--- config.mk ---
export PLATFORM = sky130hd
export DESIGN_NAME = host_mem_bridge_flat
export DESIGN_NICKNAME = d
export VERILOG_FILES = /design/src/rtl/host_mem_bridge_if.sv /design/src/rtl/host_mem_bridge.sv /design/src/flat_wrapper.sv
export SDC_FILE = /design/constraint.sdc
export NUM_CORES = 1
export LEC_CHECK = 0
export CAP_MARGIN = 20
export CORE_MARGIN = 2
export CORE_UTILIZATION = 65
export CTS_BUF_LIST = sky130_fd_sc_hd__clkbuf_4
export DETAILED_ROUTE_END_ITERATION = 16
export DONT_BUFFER_PORTS = 1
export PLACE_DENSITY = 0.81
export REMOVE_ABC_BUFFERS = 1
export SYNTH_ARGS = -nofsm -noshare
export SYNTH_HDL_FRONTEND = slang
export SYNTH_SLANG_ARGS = --single-unit
--- constraint.sdc ---
create_clock -name GPU_CLK -period 5.6 [get_ports GPU_CLK]
set_input_delay 1.12 -clock GPU_CLK [delete_from_list [all_inputs] [get_ports GPU_CLK]]
set_output_delay 1.12 -clock GPU_CLK [all_outputs]
set_load 0.02 [all_outputs]
--- src/rtl/host_mem_bridge_if.sv ---
// Z80 host strobes/buses and GPU RAM port for host_mem_bridge; slave = bridge side, master = host/RAM side.
// Z80_WAITn is present only when HOST_BRIDGE_WAIT_EN is defined.
interface host_mem_bridge_if #(
    parameter int ADDR_W     = 22,
    parameter int GPU_AW     = 19,
    parameter int FIFO_DEPTH = 4
);
    localparam int LVL_W = $clog2(FIFO_DEPTH) + 1;

    logic              Z80_MREQn;
    logic              Z80_M1n;
    logic              Z80_WRn;
    logic              Z80_RDn;
    logic [ADDR_W-1:0] Z80_addr;
    logic [7:0]        Z80_wData;
    logic [7:0]        Z80_rData;
    logic              Z80_rData_ena;
    logic              Z80_245data_dir;
    logic              Z80_245_oe;
    logic [GPU_AW-1:0] gpu_addr;
    logic [7:0]        gpu_wdata;
    logic              gpu_wr_ena;
    logic              gpu_wr_rdy;
    logic              gpu_rd_req;
    logic              gpu_rd_rdy;
    logic [7:0]        gpu_rData;
    logic              wr_overflow;
    logic              rd_timeout;
    logic [LVL_W-1:0]  fifo_level;
`ifdef HOST_BRIDGE_WAIT_EN
    logic              Z80_WAITn;
`endif

    modport slave (
`ifdef HOST_BRIDGE_WAIT_EN
        output Z80_WAITn,
`endif
        input  Z80_MREQn, Z80_M1n, Z80_WRn, Z80_RDn, Z80_addr, Z80_wData,
        input  gpu_rData, gpu_rd_rdy, gpu_wr_rdy,
        output gpu_addr, gpu_wdata, gpu_wr_ena, gpu_rd_req,
        output Z80_rData, Z80_rData_ena, Z80_245data_dir, Z80_245_oe,
        output wr_overflow, rd_timeout, fifo_level
    );

    modport master (
`ifdef HOST_BRIDGE_WAIT_EN
        input  Z80_WAITn,
`endif
        output Z80_MREQn, Z80_M1n, Z80_WRn, Z80_RDn, Z80_addr, Z80_wData,
        output gpu_rData, gpu_rd_rdy, gpu_wr_rdy,
        input  gpu_addr, gpu_wdata, gpu_wr_ena, gpu_rd_req,
        input  Z80_rData, Z80_rData_ena, Z80_245data_dir, Z80_245_oe,
        input  wr_overflow, rd_timeout, fifo_level
    );
endinterface

--- src/rtl/host_mem_bridge.sv ---
// Z80 -> GPU RAM bridge: synchronised strobes, posted-write FIFO, read FSM with drain-before-read and timeout.
// Write capture SYNC_STAGES+1+SETTLE_CYCLES after WR falls; reads wait for FIFO empty, then gpu_rd_rdy or RD_TIMEOUT.
// Drain stalls on gpu_wr_rdy=0; full FIFO drops pushes (wr_overflow) unless HOST_BRIDGE_WAIT_EN adds Z80_WAITn.
module host_mem_bridge #(
    parameter int                  ADDR_W        = 22,
    parameter int                  WIN_BITS      = 3,
    parameter logic [WIN_BITS-1:0] WIN_BASE      = 3'b011,
    parameter int                  GPU_AW        = 19,
    parameter int                  SYNC_STAGES   = 2,
    parameter int                  SETTLE_CYCLES = 2,
    parameter int                  FIFO_DEPTH    = 4,
    parameter int                  RD_TIMEOUT    = 63
) (
    input  logic             GPU_CLK,
    input  logic             reset,
    host_mem_bridge_if.slave bus
);
    localparam int PTR_W = $clog2(FIFO_DEPTH);
    localparam int LVL_W = PTR_W + 1;
    localparam int TMO_W = $clog2(RD_TIMEOUT + 1);
    localparam int SET_W = $clog2(SETTLE_CYCLES + 1);
    localparam int ENT_W = GPU_AW + 8;

    typedef enum logic [2:0] {IDLE, RD_DRAIN, RD_REQ, RD_DRIVE, RD_HOLD} rd_state_t;

    logic [SYNC_STAGES-1:0] mreq_sync, m1_sync, wr_sync, rd_sync;
    logic                   wr_q, rd_q;
    logic                   mreq_s, m1_s, wr_s, rd_s;
    logic                   access, wr_fall, rd_fall, rd_rise;

    always_ff @(posedge GPU_CLK or posedge reset) begin
        if (reset) begin
            mreq_sync <= '1;
            m1_sync   <= '1;
            wr_sync   <= '1;
            rd_sync   <= '1;
            wr_q      <= 1'b1;
            rd_q      <= 1'b1;
        end else begin
            mreq_sync <= {mreq_sync[SYNC_STAGES-2:0], bus.Z80_MREQn};
            m1_sync   <= {m1_sync[SYNC_STAGES-2:0], bus.Z80_M1n};
            wr_sync   <= {wr_sync[SYNC_STAGES-2:0], bus.Z80_WRn};
            rd_sync   <= {rd_sync[SYNC_STAGES-2:0], bus.Z80_RDn};
            wr_q      <= wr_s;
            rd_q      <= rd_s;
        end
    end

    assign mreq_s  = mreq_sync[SYNC_STAGES-1];
    assign m1_s    = m1_sync[SYNC_STAGES-1];
    assign wr_s    = wr_sync[SYNC_STAGES-1];
    assign rd_s    = rd_sync[SYNC_STAGES-1];
    // Address is stable for the whole host cycle, so it is decoded unsynchronised.
    assign access  = (bus.Z80_addr[ADDR_W-1 -: WIN_BITS] == WIN_BASE) & ~mreq_s & m1_s;
    assign wr_fall = wr_q & ~wr_s;
    assign rd_fall = rd_q & ~rd_s;
    assign rd_rise = ~rd_q & rd_s;

    logic             wr_busy;
    logic [SET_W-1:0] settle_cnt;
    logic             push;

    assign push = wr_busy && (settle_cnt == SET_W'(1));

    always_ff @(posedge GPU_CLK or posedge reset) begin
        if (reset) begin
            wr_busy    <= 1'b0;
            settle_cnt <= '0;
        end else if (push) begin
            wr_busy    <= 1'b0;
        end else if (wr_fall && access) begin
            wr_busy    <= 1'b1;
            settle_cnt <= SET_W'(SETTLE_CYCLES);
        end else if (wr_busy) begin
            settle_cnt <= settle_cnt - 1'b1;
        end
    end

    logic [ENT_W-1:0] fifo_mem [FIFO_DEPTH];
    logic [PTR_W-1:0] wr_ptr, rd_ptr;
    logic [LVL_W-1:0] level;
    logic             full, empty, push_ok, pop, ovf;
    rd_state_t        state, nxt;

    assign full    = (level == LVL_W'(FIFO_DEPTH));
    assign empty   = (level == '0);
    assign push_ok = push & ~full;
    // Drain is held off in RD_REQ so gpu_addr never carries both a write and a read.
    assign pop     = ~empty & bus.gpu_wr_rdy & (state != RD_REQ);

    always_ff @(posedge GPU_CLK) begin
        if (push_ok) fifo_mem[wr_ptr] <= {bus.Z80_addr[GPU_AW-1:0], bus.Z80_wData};
    end

    always_ff @(posedge GPU_CLK or posedge reset) begin
        if (reset) begin
            wr_ptr <= '0;
            rd_ptr <= '0;
            level  <= '0;
            ovf    <= 1'b0;
        end else begin
            if (push_ok) wr_ptr <= wr_ptr + 1'b1;
            if (pop)     rd_ptr <= rd_ptr + 1'b1;
            if (push && full) ovf <= 1'b1;
            case ({push_ok, pop})
                2'b10:   level <= level + 1'b1;
                2'b01:   level <= level - 1'b1;
                default: level <= level;
            endcase
        end
    end

    logic [TMO_W-1:0]  rd_tmr;
    logic [GPU_AW-1:0] rd_addr;
    logic [7:0]        rdata;
    logic              tmo_flag;
    logic              latch_addr, ld_data, ld_tmo;
    logic              rd_req_o, drive_o, rd_oe, rd_dir_host;

    always_ff @(posedge GPU_CLK or posedge reset) begin
        if (reset) state <= IDLE;
        else       state <= nxt;
    end

    always_comb begin
        nxt         = state;
        latch_addr  = 1'b0;
        ld_data     = 1'b0;
        ld_tmo      = 1'b0;
        rd_req_o    = 1'b0;
        drive_o     = 1'b0;
        rd_oe       = 1'b0;
        rd_dir_host = 1'b0;
        case (state)
            IDLE: begin
                if (rd_fall && access) begin
                    nxt        = RD_DRAIN;
                    latch_addr = 1'b1;
                end
            end
            RD_DRAIN: begin
                // A write still settling counts as not yet drained.
                if (rd_rise)                 nxt = RD_HOLD;
                else if (empty && !wr_busy)  nxt = RD_REQ;
            end
            RD_REQ: begin
                rd_req_o    = 1'b1;
                rd_oe       = 1'b1;
                rd_dir_host = 1'b1;
                if (rd_rise) begin
                    nxt = RD_HOLD;
                end else if (bus.gpu_rd_rdy) begin
                    nxt     = RD_DRIVE;
                    ld_data = 1'b1;
                end else if (rd_tmr == TMO_W'(RD_TIMEOUT - 1)) begin
                    nxt    = RD_DRIVE;
                    ld_tmo = 1'b1;
                end
            end
            RD_DRIVE: begin
                drive_o     = 1'b1;
                rd_oe       = 1'b1;
                rd_dir_host = 1'b1;
                if (rd_rise) nxt = RD_HOLD;
            end
            RD_HOLD: begin
                rd_dir_host = 1'b1;
                nxt         = IDLE;
            end
            default: nxt = IDLE;
        endcase
    end

    always_ff @(posedge GPU_CLK or posedge reset) begin
        if (reset) begin
            rd_tmr   <= '0;
            rd_addr  <= '0;
            rdata    <= '0;
            tmo_flag <= 1'b0;
        end else begin
            rd_tmr <= (state == RD_REQ) ? rd_tmr + 1'b1 : '0;
            if (latch_addr) rd_addr <= bus.Z80_addr[GPU_AW-1:0];
            if (ld_data) begin
                rdata <= bus.gpu_rData;
            end else if (ld_tmo) begin
                rdata    <= 8'hFF;
                tmo_flag <= 1'b1;
            end
        end
    end

    assign bus.gpu_wr_ena      = pop;
    assign bus.gpu_rd_req      = rd_req_o;
    assign bus.gpu_addr        = rd_req_o ? rd_addr :
                                 pop      ? fifo_mem[rd_ptr][ENT_W-1:8] : '0;
    assign bus.gpu_wdata       = pop ? fifo_mem[rd_ptr][7:0] : 8'h00;
    assign bus.Z80_rData       = rdata;
    assign bus.Z80_rData_ena   = drive_o;
    assign bus.Z80_245data_dir = ~rd_dir_host;
    assign bus.Z80_245_oe      = wr_busy | rd_oe;
    assign bus.wr_overflow     = ovf;
    assign bus.rd_timeout      = tmo_flag;
    assign bus.fifo_level      = level;

`ifdef HOST_BRIDGE_WAIT_EN
    assign bus.Z80_WAITn = ~(full | (state == RD_DRAIN) | (state == RD_REQ));
`endif
endmodule

--- src/flat_wrapper.sv ---
// flat-port wrapper written by rule: the top's interface ports become plain ports
module host_mem_bridge_flat 
#(
    parameter int                  ADDR_W        = 22,
    parameter int                  WIN_BITS      = 3,
    parameter logic [WIN_BITS-1:0] WIN_BASE      = 3'b011,
    parameter int                  GPU_AW        = 19,
    parameter int                  SYNC_STAGES   = 2,
    parameter int                  SETTLE_CYCLES = 2,
    parameter int                  FIFO_DEPTH    = 4,
    parameter int                  RD_TIMEOUT    = 63
)
  (GPU_CLK, reset, bus_Z80_MREQn, bus_Z80_M1n, bus_Z80_WRn, bus_Z80_RDn, bus_Z80_addr, bus_Z80_wData, bus_gpu_rData, bus_gpu_rd_rdy, bus_gpu_wr_rdy, bus_gpu_addr, bus_gpu_wdata, bus_gpu_wr_ena, bus_gpu_rd_req, bus_Z80_rData, bus_Z80_rData_ena, bus_Z80_245data_dir, bus_Z80_245_oe, bus_wr_overflow, bus_rd_timeout, bus_fifo_level);
  host_mem_bridge_if #(.ADDR_W(ADDR_W), .GPU_AW(GPU_AW), .FIFO_DEPTH(FIFO_DEPTH)) bus_i ();
  input  logic GPU_CLK;
  input  logic reset;
  input wire logic [$bits(bus_i.Z80_MREQn)-1:0] bus_Z80_MREQn;
  input wire logic [$bits(bus_i.Z80_M1n)-1:0] bus_Z80_M1n;
  input wire logic [$bits(bus_i.Z80_WRn)-1:0] bus_Z80_WRn;
  input wire logic [$bits(bus_i.Z80_RDn)-1:0] bus_Z80_RDn;
  input wire logic [$bits(bus_i.Z80_addr)-1:0] bus_Z80_addr;
  input wire logic [$bits(bus_i.Z80_wData)-1:0] bus_Z80_wData;
  input wire logic [$bits(bus_i.gpu_rData)-1:0] bus_gpu_rData;
  input wire logic [$bits(bus_i.gpu_rd_rdy)-1:0] bus_gpu_rd_rdy;
  input wire logic [$bits(bus_i.gpu_wr_rdy)-1:0] bus_gpu_wr_rdy;
  output wire logic [$bits(bus_i.gpu_addr)-1:0] bus_gpu_addr;
  output wire logic [$bits(bus_i.gpu_wdata)-1:0] bus_gpu_wdata;
  output wire logic [$bits(bus_i.gpu_wr_ena)-1:0] bus_gpu_wr_ena;
  output wire logic [$bits(bus_i.gpu_rd_req)-1:0] bus_gpu_rd_req;
  output wire logic [$bits(bus_i.Z80_rData)-1:0] bus_Z80_rData;
  output wire logic [$bits(bus_i.Z80_rData_ena)-1:0] bus_Z80_rData_ena;
  output wire logic [$bits(bus_i.Z80_245data_dir)-1:0] bus_Z80_245data_dir;
  output wire logic [$bits(bus_i.Z80_245_oe)-1:0] bus_Z80_245_oe;
  output wire logic [$bits(bus_i.wr_overflow)-1:0] bus_wr_overflow;
  output wire logic [$bits(bus_i.rd_timeout)-1:0] bus_rd_timeout;
  output wire logic [$bits(bus_i.fifo_level)-1:0] bus_fifo_level;
  assign bus_i.Z80_MREQn = bus_Z80_MREQn;
  assign bus_i.Z80_M1n = bus_Z80_M1n;
  assign bus_i.Z80_WRn = bus_Z80_WRn;
  assign bus_i.Z80_RDn = bus_Z80_RDn;
  assign bus_i.Z80_addr = bus_Z80_addr;
  assign bus_i.Z80_wData = bus_Z80_wData;
  assign bus_i.gpu_rData = bus_gpu_rData;
  assign bus_i.gpu_rd_rdy = bus_gpu_rd_rdy;
  assign bus_i.gpu_wr_rdy = bus_gpu_wr_rdy;
  assign bus_gpu_addr = bus_i.gpu_addr;
  assign bus_gpu_wdata = bus_i.gpu_wdata;
  assign bus_gpu_wr_ena = bus_i.gpu_wr_ena;
  assign bus_gpu_rd_req = bus_i.gpu_rd_req;
  assign bus_Z80_rData = bus_i.Z80_rData;
  assign bus_Z80_rData_ena = bus_i.Z80_rData_ena;
  assign bus_Z80_245data_dir = bus_i.Z80_245data_dir;
  assign bus_Z80_245_oe = bus_i.Z80_245_oe;
  assign bus_wr_overflow = bus_i.wr_overflow;
  assign bus_rd_timeout = bus_i.rd_timeout;
  assign bus_fifo_level = bus_i.fifo_level;
  host_mem_bridge #(.ADDR_W(ADDR_W), .WIN_BITS(WIN_BITS), .WIN_BASE(WIN_BASE), .GPU_AW(GPU_AW), .SYNC_STAGES(SYNC_STAGES), .SETTLE_CYCLES(SETTLE_CYCLES), .FIFO_DEPTH(FIFO_DEPTH), .RD_TIMEOUT(RD_TIMEOUT)) u_core (.GPU_CLK(GPU_CLK), .reset(reset), .bus(bus_i));
endmodule
==> flow_summary.toml, run 1 <==
[route]
vias_per_cell = 6.255
drt-initial-drc-count = 229
wire_per_inst_um = 21.90
drc = 0
num_vias = 3309
wl_mm = 11.58
drtAntennaViolNets = 0
dr.pass1.iters = 4

[floorplanning]
rows = 36
die_height_um = 105.1
fp.dieArea_um2 = 11050
fp.dieW_um = 105.1
pin_count = 91
start_util = 0.6736
core_um2 = 9864

[clock_tree]
cts_root_buf = "clkbuf_4"
htree_num_levels = 4
cts_setup_buffers = 0
cts_tree = "done"
cts_hold_buf = 0
insertion_delay_ns = 0.53
cts_max_path_buffers = 2
post_cts_resized = 0
cts.sinks = 166
clk_pin_slew_ns = 0.13
cts_made_buffers = 17

[timing]
slew_headroom = 0.4567
skew_ns = 0.01687
finalWorstSetupSlack_ns = 1.423
tns_ns = 0
max_freq_mhz = 239.4
final.period_utilization = 0.7459
hold_violations = 0
period_minus_slack_ns = 4.177
grt_setup_unrepaired = "false"
worstMarginPinSlew_ns = 0.8141
setup_viol = 0
finalMaxSlewViolations = 0

[hold_path]
hold_class = "reg -> reg"

[synthesis]
synth_seq_cells = 166
ys_seq_area_frac = 0.7083
synth_area_per_cell_um2 = 17.86
synthFlopType = "edfxtp_1"
async_reset_ff_frac = 0.3494
synth_area_um2 = 6645
synth.distinct_cells = 47
syn_inst = 372
synth_edf_count = 108
ys_warn_count = 0

[final_layout]
final_cell_mix = "edfxtp_1, dfrtp_1, mux4_2, nor2_1"
final_common_cell = "edfxtp_1"
final_nets = 438
syn2layout_area_growth_pct = 6.176
drive_gt1_frac = 0.2172
antenna_cells = 0

[worst_setup_path]
startpoint_type = "register"
cp-end-kind = "primary output"
crit_type = "reg -> out"
worstPathArrival_ns = 3.06
critPathMaxFanout = 24
worstPathRequired_ns = 4.48

[global_route]
grt_pass1_vias = 3485
grt.overflow.total = 0
grt_max_degree = 34
antenna_found_initial = 0
grt_pass1_wl_mm = 18.22
grtUsageTotal = 0.2254

[run_status]
status = "completed"

[power_and_ir_drop]
p_leak_nw = 2.621
ir_drop_mv = 0.1928
power_density_nw_per_um2 = 411.9

[placed_design]
dp_hpwl_mm = 7.502
place_congestion = 0.7478
port-buffer-count = 0
place_ws_ns = 1.952

[flow_run]
cap_violations = 0
==> registers in the layout, indices dropped and copies added (netlist names) <==
signal and cells:
u_core.rd_ptr 2, u_core.m1_sync 2, u_core.rd_addr 19, u_core.bus.Z80_rData 8, u_core.wr_ptr 2, u_core.wr_q 1, u_core.bus.rd_timeout 1, u_core.bus.wr_overflow 1
u_core.wr_sync 2, u_core.rd_sync 2, u_core.rd_tmr 6, u_core.bus.fifo_level 3, u_core.rd_q 1, u_core.wr_busy 1, u_core.settle_cnt 2, u_core.fifo_mem 108
u_core.state 3, u_core.mreq_sync 2
==> synth_stat cells, types with 3 or more instances <==
master | number | share of area
edfxtp_1 | 108 | 0.49
dfrtp_1 | 48 | 0.18
nor3_1 | 4 | 0.0030
and2_1 | 13 | 0.012
o21ai_0 | 9 | 0.0068
nor2_1 | 20 | 0.011
buf_6 | 3 | 0.0051
dfstp_2 | 10 | 0.040
mux2_1 | 19 | 0.032
ha_1 | 8 | 0.015
inv_1 | 11 | 0.0062
xor2_1 | 6 | 0.0079
mux4_2 | 27 | 0.092
nand3_1 | 3 | 0.0023
a31oi_1 | 4 | 0.0038
clkbuf_1 | 5 | 0.0028
a22o_1 | 19 | 0.025
a21oi_1 | 3 | 0.0023
nand2_1 | 6 | 0.0034
o221a_1 | 8 | 0.014
nor2b_1 | 3 | 0.0028
buf_2 | 8 | 0.0060
xnor2_1 | 3 | 0.0040
==> cell families (layout without fill, tap and decap cells) <==
| kind of cell | count (synthesis) | in the layout | synth area share |
|---|---|---|---|
| compound gates | 49 | 49 | 0.05969 |
| buf+inv | 29 | 53 | 0.02222 |
| fa+ha+maj | 9 | 9 | 0.01808 |
| simple gates | 62 | 62 | 0.05291 |
| xor+xnor | 9 | 9 | 0.01186 |
| mux | 48 | 48 | 0.1269 |
| flops | 166 | 166 | 0.7083 |
==> final timing paths <==
path	from	to	slack [ns]	cells past startpoint
max in group asynchronous	reset	u_core.rd_ptr[0]	4.20	2
min reg2reg	u_core.wr_sync[0]	u_core.wr_sync[1]	0.37	0
max	u_core.state[1]	bus_gpu_addr[0]	1.42	5
min	u_core.wr_sync[0]	u_core.wr_sync[1]	0.37	0
min in group asynchronous	reset	u_core.rd_addr[4]	0.55	1
max reg2reg	u_core.state[1]	u_core.bus.fifo_level[2]	2.50	9
==> area by class of cell <==
type	count	area, µm²
inverters	12	47.55
clock inverters	14	121.4
flip-flops and latches	166	4708
fillers	581	2809
well taps	133	166.4
multi-input cells	177	1797
clock buffers	18	135.1
repair buffers	9	80.08
==> stage by stage <==
| stage | power, W | hold slack (ns) | instances | cell area (µm²) | util |
|---|---|---|---|---|---|
| 2_1_floorplan | 0.002132 | 0.3452 | 355 | 6545 | - |
| 3_3_place_gp | 0.002259 | 0.3456 | 496 | 6779 | 0.6872 |
| 3_5_place_dp | 0.002293 | 0.3490 | 496 | 6779 | 0.6872 |
| 4_1_cts | 0.002911 | 0.3675 | 528 | 7036 | 0.7132 |
| 5_1_grt | 0.003051 | 0.3716 | 529 | 7056 | 0.7152 |
| 6_report | 0.002906 | 0.3656 | 529 | 7056 | 0.7152 |
==> per-layer routing <==
layer	vias up	wire [µm]	GRT usage
li1	1466	-	-
met1	1713	4677	0.2768
met2	119	6043	0.3789
met3	11	749	0.07860
met4	0	113	0.07143
met5	-	0	0
==> where the power goes <==
part	leakage, nW	switching [W]	internal (W)
sequential	1.72	0.000142	0.00140
clock	0.137	0.000406	0.000228
combinational	0.769	0.000398	0.000336
total	2.62	0.000947	0.00196
==> critical path: stages, from the launching register on <==
cell and delay, ns:
dfrtp_1 0.43, or3b_1 0.42, inv_4 0.24, nor3b_4 0.74, buf_4 0.37, a22o_1 0.32
(Power assumes the default switching activity.)
==> run 2: changes to the inputs <==
- CORE_UTILIZATION: 65 -> 59
- PLACE_DENSITY: 0.81 -> 0.78
- clock period: 5.6 -> 3.65 ns (I/O delays scaled with it)
==> flow_summary.toml, run 2 (synthesis gave the netlist of run 1 again) <==
[final_layout]
seq_area_um2 = 4708
final_cell_mix = "edfxtp_1, dfrtp_1, mux4_2, clkbuf_4, nor2_1"
antenna_cells = 0
final_common_cell = "edfxtp_1"
largest_reg_flops = 108
fill_cells = 748
final_nets = 440
syn2layout_area_growth_pct = 7.833
multi_input_area_um2 = 1797
drive_gt1_frac = 0.2136
top_register = "u_core.fifo_mem"

[global_route]
grt_max_degree = 35
gr-usage-met1 = 0.2568
grtUsageTotal = 0.2097
grt.overflow.total = 0
antenna_found_initial = 0
grt_pass1_wl_mm = 17.98
top_usage_layer = "met2"
gr-usage-met3 = 0.07349
grtUsageMet2 = 0.3431
grt_pass1_vias = 3342

[timing]
tns_ns = 0
worstMarginPinSlew_ns = 0.6948
period_minus_slack_ns = 3.362
grt_setup_unrepaired = "false"
slew_headroom = 0.5361
skew_ns = 0.02059
hold_violations = 0
final.period_utilization = 0.9212
finalMaxSlewViolations = 0
setup_viol = 0
max_freq_mhz = 297.4

[placed_design]
port-buffer-count = 0
place_congestion = 0.7130
dp_hpwl_mm = 7.886

[route]
dr.pass1.iters = 5
drc = 0
drtAntennaViolNets = 0
wire_per_inst_um = 21.98
num_vias = 3270
wl_mm = 11.82
vias_per_cell = 6.078
drt-initial-drc-count = 170

[power_and_ir_drop]
finalPower_w = 0.004589
p_leak_nw = 2.664
power_density_nw_per_um2 = 640.4
ir_drop_mv = 0.3660

[clock_tree]
htree_num_levels = 4
cts_setup_buffers = 0
cts_max_path_buffers = 2
cts_hold_buf = 0
cts_made_buffers = 17
insertion_delay_ns = 0.55
cts_tree = "done"
clk_pin_slew_ns = 0.13
cts_root_buf = "clkbuf_4"
post_cts_resized = 0
cts.sinks = 166

[floorplanning]
rows = 38
core_um2 = 10940
start_util = 0.6077
fp.dieArea_um2 = 12130
fp.dieW_um = 110.1
pin_count = 91
die_height_um = 110.1

[worst_setup_path]
worstPathArrival_ns = 2.63
critPathMaxFanout = 24
crit_type = "reg -> out"
cp-end-kind = "primary output"
startpoint_type = "register"
worstPathRequired_ns = 2.92

[hold_path]
hold_class = "in -> async"

[flow_run]
cap_violations = 0

[run_status]
status = "completed"
[run 2: worst paths after layout]
kind | start | end | slack (ns) | depth (start not counted)
max reg2reg | u_core.state[1] | u_core.bus.fifo_level[2] | 0.85 | 9
min | reset | u_core.bus.Z80_rData[4] | 0.16 | 1
min reg2reg | u_core.mreq_sync[0] | u_core.mreq_sync[1] | 0.36 | 0
max | u_core.state[1] | bus_gpu_addr[12] | 0.29 | 5
max in group asynchronous | reset | u_core.rd_ptr[0] | 2.65 | 2
min in group GPU_CLK | bus_Z80_WRn | u_core.wr_sync[0] | 0.18 | 0
[run 2: power by group]
| group | total (W) | internal [W] | switching, W |
|---|---|---|---|
| sequential | 0.00233 | 0.00214 | 0.000193 |
| combinational | 0.00116 | 0.000532 | 0.000632 |
| clock | 0.00109 | 0.000498 | 0.000592 |
[run 2: area by class of cell]
type | instances | share of cell area
inverters | 12 | 0.006635
clock inverters | 11 | 0.01886
clock buffers | 21 | 0.02200
repair buffers | 11 | 0.02025
flip-flops and latches | 166 | 0.6571
multi-input cells | 177 | 0.2507
well taps | 140 | 0.02445
[run 2: layer usage]
metal | share of wire | wire [µm]
met3 | 0.065 | 763
met5 | 0 | 0
met2 | 0.52 | 6158
met1 | 0.40 | 4728
met4 | 0.015 | 172
[run 2: metrics by stage]
| stage | worst slack [ns] | area, µm² | util | hold slack, ns | cells |
|---|---|---|---|---|---|
| after floorplan | 0.3530 | 6545 | - | 0.3452 | 355 |
| final | 0.2877 | 7166 | 0.6553 | 0.1590 | 538 |
| after detailed placement | 0.8224 | 6873 | 0.6285 | 0.3490 | 506 |
| after global placement | 0.9279 | 6873 | 0.6285 | 0.3452 | 506 |
| after CTS | 0.2161 | 7166 | 0.6553 | 0.1347 | 538 |
| after global routing | 0.08261 | 7166 | 0.6553 | 0.1225 | 538 |
[run 2: worst max-delay path: stages, from the launching register on]
cell	delay (ns)
dfrtp_1	0.43
or3b_1	0.42
inv_4	0.24
nor3b_4	0.46
buf_12	0.24
a22o_1	0.29
